<file path="src/rtl/seg7_result_decoder_if.sv">
// Slot display bus: three active-low segment buses in, decoded digits/flags out.
interface seg7_result_decoder_if #(
  parameter int WIN_CNT_W = 8
);
  logic [6:0]           iSEG0;
  logic [6:0]           iSEG1;
  logic [6:0]           iSEG2;
  logic [3:0]           oDIG0;
  logic [3:0]           oDIG1;
  logic [3:0]           oDIG2;
  logic                 o_valid;
  logic                 o_invalid;
  logic                 o_jackpot;
  logic                 o_pair;
  logic [WIN_CNT_W-1:0] win_count;

  modport master (
    output iSEG0, iSEG1, iSEG2,
    input  oDIG0, oDIG1, oDIG2, o_valid, o_invalid, o_jackpot, o_pair, win_count
  );

  modport slave (
    input  iSEG0, iSEG1, iSEG2,
    output oDIG0, oDIG1, oDIG2, o_valid, o_invalid, o_jackpot, o_pair, win_count
  );
endinterface

</file>
<file path="src/rtl/seg7_result_decoder.sv">
// Samples three 7-segment buses, waits for a stable pattern, decodes the digits
// and classifies the result (jackpot / pair / invalid) with a saturating win count.
module seg7_digit_decode (
  input  logic [6:0] seg,
  output logic [3:0] digit,
  output logic       ok
);
  always_comb begin
    digit = 4'h0;
    ok    = 1'b1;
    case (seg)
      7'b1000000: digit = 4'h0;
      7'b1111001: digit = 4'h1;
      7'b0100100: digit = 4'h2;
      7'b0110000: digit = 4'h3;
      7'b0011001: digit = 4'h4;
      7'b0010010: digit = 4'h5;
      7'b0000010: digit = 4'h6;
      7'b1111000: digit = 4'h7;
      7'b0000000: digit = 4'h8;
      7'b0010000: digit = 4'h9;
      7'b0001000: digit = 4'hA;
      7'b0000011: digit = 4'hB;
      7'b1000110: digit = 4'hC;
      7'b0100001: digit = 4'hD;
      7'b0000110: digit = 4'hE;
      7'b0001110: digit = 4'hF;
      default: begin
        digit = 4'h0;
        ok    = 1'b0;
      end
    endcase
  end
endmodule

module seg7_result_decoder #(
  parameter int STABLE_CYCLES = 4,
  parameter int WIN_CNT_W     = 8
) (
  input logic                clk,
  input logic                reset,
  seg7_result_decoder_if.slave bus
);
  localparam int NUM_DIG = 3;
  localparam int CNT_W   = (STABLE_CYCLES < 2) ? 1 : $clog2(STABLE_CYCLES + 1);
  localparam logic [CNT_W-1:0] CNT_LAST = CNT_W'(STABLE_CYCLES - 1);

  typedef enum logic {SETTLE, LOCKED} state_t;

  state_t                    state_q, state_d;
  logic [CNT_W-1:0]          cnt_q, cnt_d;
  logic                      accept;

  logic [NUM_DIG-1:0][6:0]   seg_in, seg_q;
  logic [NUM_DIG-1:0][3:0]   dig;
  logic [NUM_DIG-1:0]        ok;
  logic                      match;
  logic                      eq01, eq12, eq02;
  logic                      jackpot_c, pair_c, invalid_c;

  logic [NUM_DIG-1:0][3:0]   dig_q;
  logic                      valid_q, invalid_q, jackpot_q, pair_q;
  logic [WIN_CNT_W-1:0]      win_q;

  assign seg_in = {bus.iSEG2, bus.iSEG1, bus.iSEG0};
  assign match  = (seg_in == seg_q);

  // Reset loads blank so a constant blank bus after reset settles like any pattern.
  always_ff @(posedge clk) begin
    if (reset) seg_q <= {NUM_DIG{7'h7F}};
    else       seg_q <= seg_in;
  end

  // Decoding seg_q is safe: at accept time it equals the bus being sampled.
  for (genvar g = 0; g < NUM_DIG; g++) begin : g_dec
    seg7_digit_decode u_dec (
      .seg   (seg_q[g]),
      .digit (dig[g]),
      .ok    (ok[g])
    );
  end

  // An unrecognised digit never matches anything.
  assign eq01      = ok[0] & ok[1] & (dig[0] == dig[1]);
  assign eq12      = ok[1] & ok[2] & (dig[1] == dig[2]);
  assign eq02      = ok[0] & ok[2] & (dig[0] == dig[2]);
  assign jackpot_c = eq01 & eq12;
  assign pair_c    = (eq01 | eq12 | eq02) & ~jackpot_c;
  assign invalid_c = ~&ok;

  always_ff @(posedge clk) begin
    if (reset) begin
      state_q <= SETTLE;
      cnt_q   <= '0;
    end else begin
      state_q <= state_d;
      cnt_q   <= cnt_d;
    end
  end

  // Counter holds matches seen so far; the accepting match is the STABLE_CYCLES-th.
  always_comb begin
    state_d = state_q;
    cnt_d   = cnt_q;
    accept  = 1'b0;
    case (state_q)
      SETTLE: begin
        if (!match) begin
          cnt_d = '0;
        end else if (cnt_q == CNT_LAST) begin
          cnt_d   = '0;
          accept  = 1'b1;
          state_d = LOCKED;
        end else begin
          cnt_d = cnt_q + 1'b1;
        end
      end
      LOCKED: begin
        if (!match) begin
          state_d = SETTLE;
          cnt_d   = '0;
        end
      end
      default: begin
        state_d = SETTLE;
        cnt_d   = '0;
      end
    endcase
  end

  always_ff @(posedge clk) begin
    if (reset) begin
      dig_q     <= '0;
      valid_q   <= 1'b0;
      invalid_q <= 1'b0;
      jackpot_q <= 1'b0;
      pair_q    <= 1'b0;
      win_q     <= '0;
    end else begin
      valid_q <= accept;
      if (accept) begin
        dig_q     <= dig;
        invalid_q <= invalid_c;
        jackpot_q <= jackpot_c;
        pair_q    <= pair_c;
        if (jackpot_c && win_q != {WIN_CNT_W{1'b1}})
          win_q <= win_q + 1'b1;
      end
    end
  end

  assign bus.oDIG0     = dig_q[0];
  assign bus.oDIG1     = dig_q[1];
  assign bus.oDIG2     = dig_q[2];
  assign bus.o_valid   = valid_q;
  assign bus.o_invalid = invalid_q;
  assign bus.o_jackpot = jackpot_q;
  assign bus.o_pair    = pair_q;
  assign bus.win_count = win_q;
endmodule

</file>
<file path="src/flat_wrapper.sv">
// flat-port wrapper written by rule: the top's interface ports become plain ports
module seg7_result_decoder_flat 
#(
  parameter int STABLE_CYCLES = 4,
  parameter int WIN_CNT_W     = 8
)
  (clk, reset, bus_iSEG0, bus_iSEG1, bus_iSEG2, bus_oDIG0, bus_oDIG1, bus_oDIG2, bus_o_valid, bus_o_invalid, bus_o_jackpot, bus_o_pair, bus_win_count);
  seg7_result_decoder_if #(.WIN_CNT_W(WIN_CNT_W)) bus_i ();
  input logic clk;
  input logic reset;
  input wire logic [$bits(bus_i.iSEG0)-1:0] bus_iSEG0;
  input wire logic [$bits(bus_i.iSEG1)-1:0] bus_iSEG1;
  input wire logic [$bits(bus_i.iSEG2)-1:0] bus_iSEG2;
  output wire logic [$bits(bus_i.oDIG0)-1:0] bus_oDIG0;
  output wire logic [$bits(bus_i.oDIG1)-1:0] bus_oDIG1;
  output wire logic [$bits(bus_i.oDIG2)-1:0] bus_oDIG2;
  output wire logic [$bits(bus_i.o_valid)-1:0] bus_o_valid;
  output wire logic [$bits(bus_i.o_invalid)-1:0] bus_o_invalid;
  output wire logic [$bits(bus_i.o_jackpot)-1:0] bus_o_jackpot;
  output wire logic [$bits(bus_i.o_pair)-1:0] bus_o_pair;
  output wire logic [$bits(bus_i.win_count)-1:0] bus_win_count;
  assign bus_i.iSEG0 = bus_iSEG0;
  assign bus_i.iSEG1 = bus_iSEG1;
  assign bus_i.iSEG2 = bus_iSEG2;
  assign bus_oDIG0 = bus_i.oDIG0;
  assign bus_oDIG1 = bus_i.oDIG1;
  assign bus_oDIG2 = bus_i.oDIG2;
  assign bus_o_valid = bus_i.o_valid;
  assign bus_o_invalid = bus_i.o_invalid;
  assign bus_o_jackpot = bus_i.o_jackpot;
  assign bus_o_pair = bus_i.o_pair;
  assign bus_win_count = bus_i.win_count;
  seg7_result_decoder #(.STABLE_CYCLES(STABLE_CYCLES), .WIN_CNT_W(WIN_CNT_W)) u_core (.clk(clk), .reset(reset), .bus(bus_i));
endmodule
</file>
<file path="config.mk">
export PLATFORM = sky130hd
export DESIGN_NAME = seg7_result_decoder_flat
export DESIGN_NICKNAME = d
export VERILOG_FILES = /design/src/rtl/seg7_result_decoder_if.sv /design/src/rtl/seg7_result_decoder.sv /design/src/flat_wrapper.sv
export SDC_FILE = /design/constraint.sdc
export NUM_CORES = 1
export LEC_CHECK = 0
export BUFFER_PORTS_ARGS = -buffer_cell sky130_fd_sc_hd__buf_2
export CAP_MARGIN = 20
export CORE_AREA = 3 3 79 81
export DETAILED_ROUTE_END_ITERATION = 10
export DIE_AREA = 0 0 82 84
export PLACE_DENSITY = 0.87
export SYNTH_ARGS = -nofsm -noshare
export SYNTH_HDL_FRONTEND = slang
export SYNTH_SLANG_ARGS = --single-unit
</file>
<file path="constraint.sdc">
create_clock -name clk -period 3.1 [get_ports clk]
set_clock_uncertainty 0.05 [all_clocks]
set_input_delay 0.465 -clock clk [delete_from_list [all_inputs] [get_ports clk]]
set_output_delay 0.465 -clock clk [all_outputs]
set_load 0.01 [all_outputs]
</file>
Word level (Yosys, flattened, before mapping) --
Index checks and enable logic that the tools add are counted.
Cells by class: reductions and logical operators 10, eq/ne operators 52, add/sub/neg operators 2, bitwise gates (word level) 12, multiplexer cells 15
Operators by type and width (count):
- $pmux W4 S15 | 3
- $eq A7 B7 Y1 const B | 12
- $eq A7 B5 Y1 const B | 9
- $eq A7 B6 Y1 const B | 9
- $reduce_or A16 Y1 | 3
- $eq A7 B2 Y1 const B | 6
- $eq A7 B4 Y1 const B | 6
- $eq A21 B21 Y1 | 1
- $eq A7 B3 Y1 const B | 3
- $logic_not A7 Y1 | 3
- $eq A4 B4 Y1 | 3
- $mux W3 | 3
- $add A8 B1 Y8 const B | 1
- $and A1 B1 Y1 | 8
- $ne A8 B8 Y1 const B | 1
- $mux W1 | 7
- $pmux W3 S2 | 1
- $add A3 B1 Y3 const B | 1
- $eq A3 B2 Y1 const B | 1
- $reduce_and A3 Y1 | 1
- $ne A2 B2 Y1 const B | 1
- $not A1 Y1 | 2
- $or A1 B1 Y1 | 2
- $pmux W1 S2 | 1
- other kinds (3) | 3
Word-level totals: register bits after elaboration 49, word-level logic and storage cells 104, input port bits 23, output and inout bits 24

Logic depth before layout (Yosys ltp) --
depth in word-level cells 8, mapped depth 12, gate-level depth less buffers 9

Modules after synthesis --
From an unflattened synthesis, not the netlist that was laid out.
Unflattened totals: cells, all modules 390, area total of the unflattened synthesis 3324.4 um^2
By module, submodules not included:
- seg7_result_decoder | sequential area each 980.9 um^2, cells each 222, area each 2232.1 um^2, times used 1
- seg7_digit_decode | sequential area each 0.0 um^2, cells each 56, area each 364.1 um^2, times used 3

Least setup slack after synthesis --
Ideal clock, no wire load.
path kind register to register, from register u_core.seg_q[6] in the netlist's numbering, to register u_core.win_q[7], in the netlist u_core.bus.win_count[7], cell stages (with the launch flop) 12, data required time 2.964 ns, library setup time 0.086 ns, period minus slack after synthesis 2.656 ns, data arrival time 2.520 ns, buffers on the path 2, slack 0.444 ns, path through dfxtp_1 > buf_2 > or3_1 > or4_1 > nand3b_1 > a21oi_1 > xor2_1 > nand4_1 > nor4_4 > buf_6 > nand4_1 > a211oi_1
On the way: longest elaborated chain between the ends 8, elaborated cells on any way between the ends 28, classes of those cells eq/ne (17); mux (4); bitwise (3); reduce/logical (4)
RTL lines:
- from (decl) | RTL line seg7_result_decoder.sv:54 | logic [NUM_DIG-1:0][6:0] seg_in, seg_q;
- from (signal assigned) | RTL line seg7_result_decoder.sv:70 | if (reset) seg_q <= {NUM_DIG{7'h7F}};
- from (signal assigned) | RTL line seg7_result_decoder.sv:71 | else seg_q <= seg_in;
- $eq A7 B4 Y1 (tied with other cells) | RTL line seg7_result_decoder.sv:11 | case (seg)
- $reduce_or A16 Y1 (no line)
- $mux W1 | RTL line seg7_result_decoder.sv:11
- $and A1 B1 Y1 (2 in series) | RTL line seg7_result_decoder.sv:84 | assign eq01 = ok[0] & ok[1] & (dig[0] == dig[1]);
- $and A1 B1 Y1 | RTL line seg7_result_decoder.sv:87 | assign jackpot_c = eq01 & eq12;
- $logic_and A1 B1 Y1 | RTL line seg7_result_decoder.sv:146 | if (jackpot_c && win_q != {WIN_CNT_W{1'b1}})
- $reduce_and A2 Y1 (no line) (*)
- to (signal assigned) | RTL line seg7_result_decoder.sv:147 | win_q <= win_q + 1'b1;
- to (decl) | RTL line seg7_result_decoder.sv:63 | logic [WIN_CNT_W-1:0] win_q;
Every way passes the cells marked *; elsewhere a longest branch is shown, timed or not. A chain may end at the register's enable or synchronous reset.

Final worst setup path --
from register u_core.seg_q[5] in the netlist's numbering, to register u_core.win_q[7], in the netlist u_core.bus.win_count[7]
The elaborated chain is that of the path after synthesis.

==> results.py <==
metrics = {
    "status": {
        "run_status": "finished, final reports clean",
    },
    "logic_synthesis": {
        "ys_types": 62,
        "synthArstFlopShare_pct": 0,
        "yosys.area.top_type": "dfxtp_1",
        "netlist_area_mm2": 0.003173,
        "syn-num-nets": 402,
        "ys_seq_area_share_pct": 30.91,
        "ys_ff_latch": 49,
        "ys.warnings.count": 0,
        "synth.top_cell.area_share_pct": 30.91,
        "synthFlopType": "dfxtp_1",
        "syn_avg_cell_area_um2": 8.417,
        "synthTopCellsByArea": "dfxtp_1 31%, xnor2_1 6.1%, nor2_1 4.6%",
        "synth_edf_count": 0,
        "syn_inst": 377,
    },
    "power_and_ir_drop": {
        "p_int_uw": 976.8,
        "power_density_mw_per_mm2": 368.8,
        "power.switching_uw": 316.7,
        "p_sw_share_pct": 24.48,
        "pwr-share-clk_pct": 36.4,
        "seqPwrFrac_pct": 53.4,
        "p_leak_nw": 1.398,
        "vdd_ir_drop_max_uv": 251.7,
        "p_comb_share_pct": 10.2,
    },
    "global_routing": {
        "grt_pass1_vias": 2568,
        "grt_pass1_wl_um": 12120,
        "track_usage_pct": 21.72,
        "grt_overflow": 0,
        "antenna_found_initial": 0,
        "grt_max_degree": 49,
    },
    "run": {
        "cap_viol_max_count": 0,
    },
    "cells_and_area": {
        "fin_util_pct": 63.30,
        "diodes": 0,
        "finish.net_count": 430,
        "layout-drive-gt1-share_pct": 27.09,
        "synthToLayoutAreaGrowth_pct": 10.53,
    },
    "timing": {
        "slew_viol_final": 0,
        "setup_viol": 0,
        "hold_violations": 0,
        "min_period_over_period_pct": 94.39,
        "max_slew_margin_pct": 50.26,
        "worst_slew_pin_slew_ns": 0.7461,
        "fin_crit_ns": 2.926,
        "fmax_ghz": 0.3418,
        "holdWs_ns": 0.3240,
    },
    "die": {
        "io_pins": 47,
        "die_y_um": 84,
        "die_width_um": 82,
        "die-area_mm2": 0.006888,
        "num_rows": 27,
        "coreArea_mm2": 0.005540,
        "initial_core_util_pct": 57.27,
    },
    "worst_setup_path": {
        "path_delay_family": "simple AND/OR/NAND/NOR gates",
        "r2r_slack_ns": 0.17,
        "cp_common_cell": "nand4_1",
        "crit_path_max_incr_delay_ns": 0.48,
        "r2r-end": "u_core.bus.win_count[7]$_SDFFE_PP0P_",
        "worstSetupPathType": "flip-flop to flip-flop",
        "cp-end-kind": "flip-flop",
        "r2r_start": "u_core.seg_q[5]$_SDFF_PP1_",
        "crit_slowest_cell": "or4_1",
        "crit_fanout": 15,
        "crit_buf_inv": 1,
        "worstPathCellList": "or3_1 > or4_1 > nand3b_1 > a21oi_1 > xor2_1 > nand4_1 > nor4_4 > buf_6 > nand4_1 > a211oi_1",
        "ff2ff_path_depth": 10,
        "crit_required_ns": 3.25,
        "crit_path_start_kind": "flip-flop",
        "arrival_ns": 3.08,
    },
    "clock_tree": {
        "clk_path_buf_depth": 2,
        "cts_buffers": 5,
        "cts_sinks": 49,
        "cts-root-buf": "clkbuf_8",
        "clkLatencyLatePin_ns": 0.30,
        "cts_hold_buffers": 0,
        "htreeDepth": 2,
        "clkTransAtPathRegs_ns": 0.09,
        "cts_tree": "done",
        "cts_setup_buffers": 0,
    },
    "place": {
        "post-dp-hpwl_um": 5211,
        "portBuffers": 46,
        "gp_congestion": 0.8054,
    },
    "worst_hold_path": {
        "holdCritStartpoint": "bus_iSEG2[5]",
        "hold_class": "input pin to flip-flop",
        "min_delay_worst_endpoint": "u_core.seg_q[19]$_SDFF_PP1_",
        "min_path_cells": 2,
    },
    "drt": {
        "drt-pass1-iter-count": 6,
        "ant_nets": 0,
        "wirelength_um": 7294,
        "wire_per_inst_um": 15.26,
        "drtIter0Drc": 288,
        "vias_per_cell": 5.977,
        "drc": 0,
        "via_count": 2857,
    },
}
==> how the worst max path moves through the flow <==
| stage | startpoint | to | slack (ns) | cells past startpoint |
|---|---|---|---|---|
| after floorplan | u_core.seg_q[6]$_SDFF_PP1_ | u_core.bus.win_count[7]$_SDFFE_PP0P_ | 0.44 | 11 |
| after global placement | u_core.seg_q[13]$_SDFF_PP1_ | u_core.bus.win_count[6]$_SDFFE_PP0P_ | 0.22 | 9 |
| after detailed placement | u_core.seg_q[14]$_SDFF_PP1_ | u_core.bus.win_count[7]$_SDFFE_PP0P_ | -0.04 | 9 |
| after CTS | u_core.seg_q[16]$_SDFF_PP1_ | u_core.bus.win_count[7]$_SDFFE_PP0P_ | 0.06 | 9 |
| after global routing | u_core.seg_q[9]$_SDFF_PP1_ | u_core.bus.win_count[7]$_SDFFE_PP0P_ | -0.00004 | 9 |
| final | u_core.seg_q[5]$_SDFF_PP1_ | u_core.bus.win_count[7]$_SDFFE_PP0P_ | 0.17 | 10 |
==> cell usage after synthesis, types with 4 or more instances <==
| cell type | count |
|---|---|
| inv_1 | 9 |
| nor2_1 | 39 |
| nand3_1 | 11 |
| nor4_1 | 6 |
| dfxtp_1 | 49 |
| mux2i_1 | 11 |
| buf_6 | 4 |
| clkbuf_1 | 8 |
| nor3_1 | 9 |
| and3_1 | 9 |
| a211oi_1 | 4 |
| and4b_1 | 4 |
| nor3b_1 | 7 |
| nand2_1 | 12 |
| nand4_1 | 14 |
| nand3b_1 | 4 |
| or2_2 | 23 |
| a21oi_1 | 20 |
| or3_1 | 5 |
| buf_2 | 17 |
| nor2b_1 | 8 |
| xnor2_1 | 22 |
| nor4b_1 | 4 |
| o21ai_0 | 7 |
| xor2_1 | 12 |
==> metal layers <==
metal	track usage, %	part of all wire, %
met3	3.456	5.3
met4	6.042	1.4
met5	0	0
met2	35.12	50
met1	29.49	44
==> state kept, by name, indices dropped and copies added (netlist names) <==
signal,flops
u_core.bus.o_valid,1
u_core.state_q,1
u_core.bus.win_count,8
u_core.bus.oDIG1,4
u_core.bus.o_invalid,1
u_core.seg_q,21
u_core.bus.o_jackpot,1
u_core.bus.oDIG0,4
u_core.cnt_q,3
u_core.bus.o_pair,1
u_core.bus.oDIG2,4
==> cell families (layout without fill, tap and decap cells) <==
group / Yosys count / count (layout) / share of synthesized area (%)
mux: 14 / 14 / 4.535
simple gates: 169 / 169 / 31.51
flops: 49 / 49 / 30.91
buf+inv: 41 / 70 / 6.822
compound gates: 67 / 67 / 15.54
fa+ha+maj: 2 / 2 / 0.7885
xor+xnor: 35 / 35 / 9.897
==> cells in the final DEF (no fill, tap or decap), types with 9 or more instances in the layout <==
cell type and instances:
a21oi_1 20, and3_1 9, buf_2 46, dfxtp_1 41
inv_1 9, mux2i_1 11, nand2_1 12, nand3_1 11
nand4_1 14, nor2_1 39, nor3_1 9, or2_2 23
xnor2_1 22, xor2_1 12
==> final cells by class <==
| type | count | area [um^2] |
|---|---|---|
| Clock inverter | 1 | 30.03 |
| Tap cell | 72 | 90.09 |
| Sequential cell | 49 | 991.0 |
| Inverter | 9 | 33.78 |
| Multi-Input combinational cell | 287 | 1989 |
| Fill cell | 481 | 2033 |
| Clock buffer | 7 | 86.33 |
| Timing Repair Buffer | 53 | 286.5 |
==> power groups by stage <==
| stage | logic [mW] | registers [mW] | clock network, mW |
|---|---|---|---|
| 6_report | 0.132 | 0.691 | 0.471 |
| 5_1_grt | 0.145 | 0.695 | 0.506 |
| 4_1_cts | 0.131 | 0.688 | 0.474 |
| 3_5_place_dp | 0.129 | 0.702 | 0 |
| 3_3_place_gp | 0.126 | 0.700 | 0 |
| 2_1_floorplan | 0.128 | 0.668 | 0 |
==> per-stage QoR <==
stage	cells	power (mW)	TNS, ns	cell area (um^2)	worst slack (ns)
floorplan	377	0.7964	0	3173	0.4443
global placement	470	0.8262	0	3363	0.2195
detailed placement	470	0.8315	-0.03856	3363	-0.03856
CTS	478	1.293	0	3482	0.06412
global route	478	1.346	-0.00003797	3507	-0.00003797
finish	478	1.293	0	3507	0.1741
==> timing repair <==
item,4_1_cts,5_1_grt
setup endpoints to repair,1,6
pin swaps,0,0
cloned,0,0
gates resized for setup,2,10
Power figures use the tool's default switching activity.
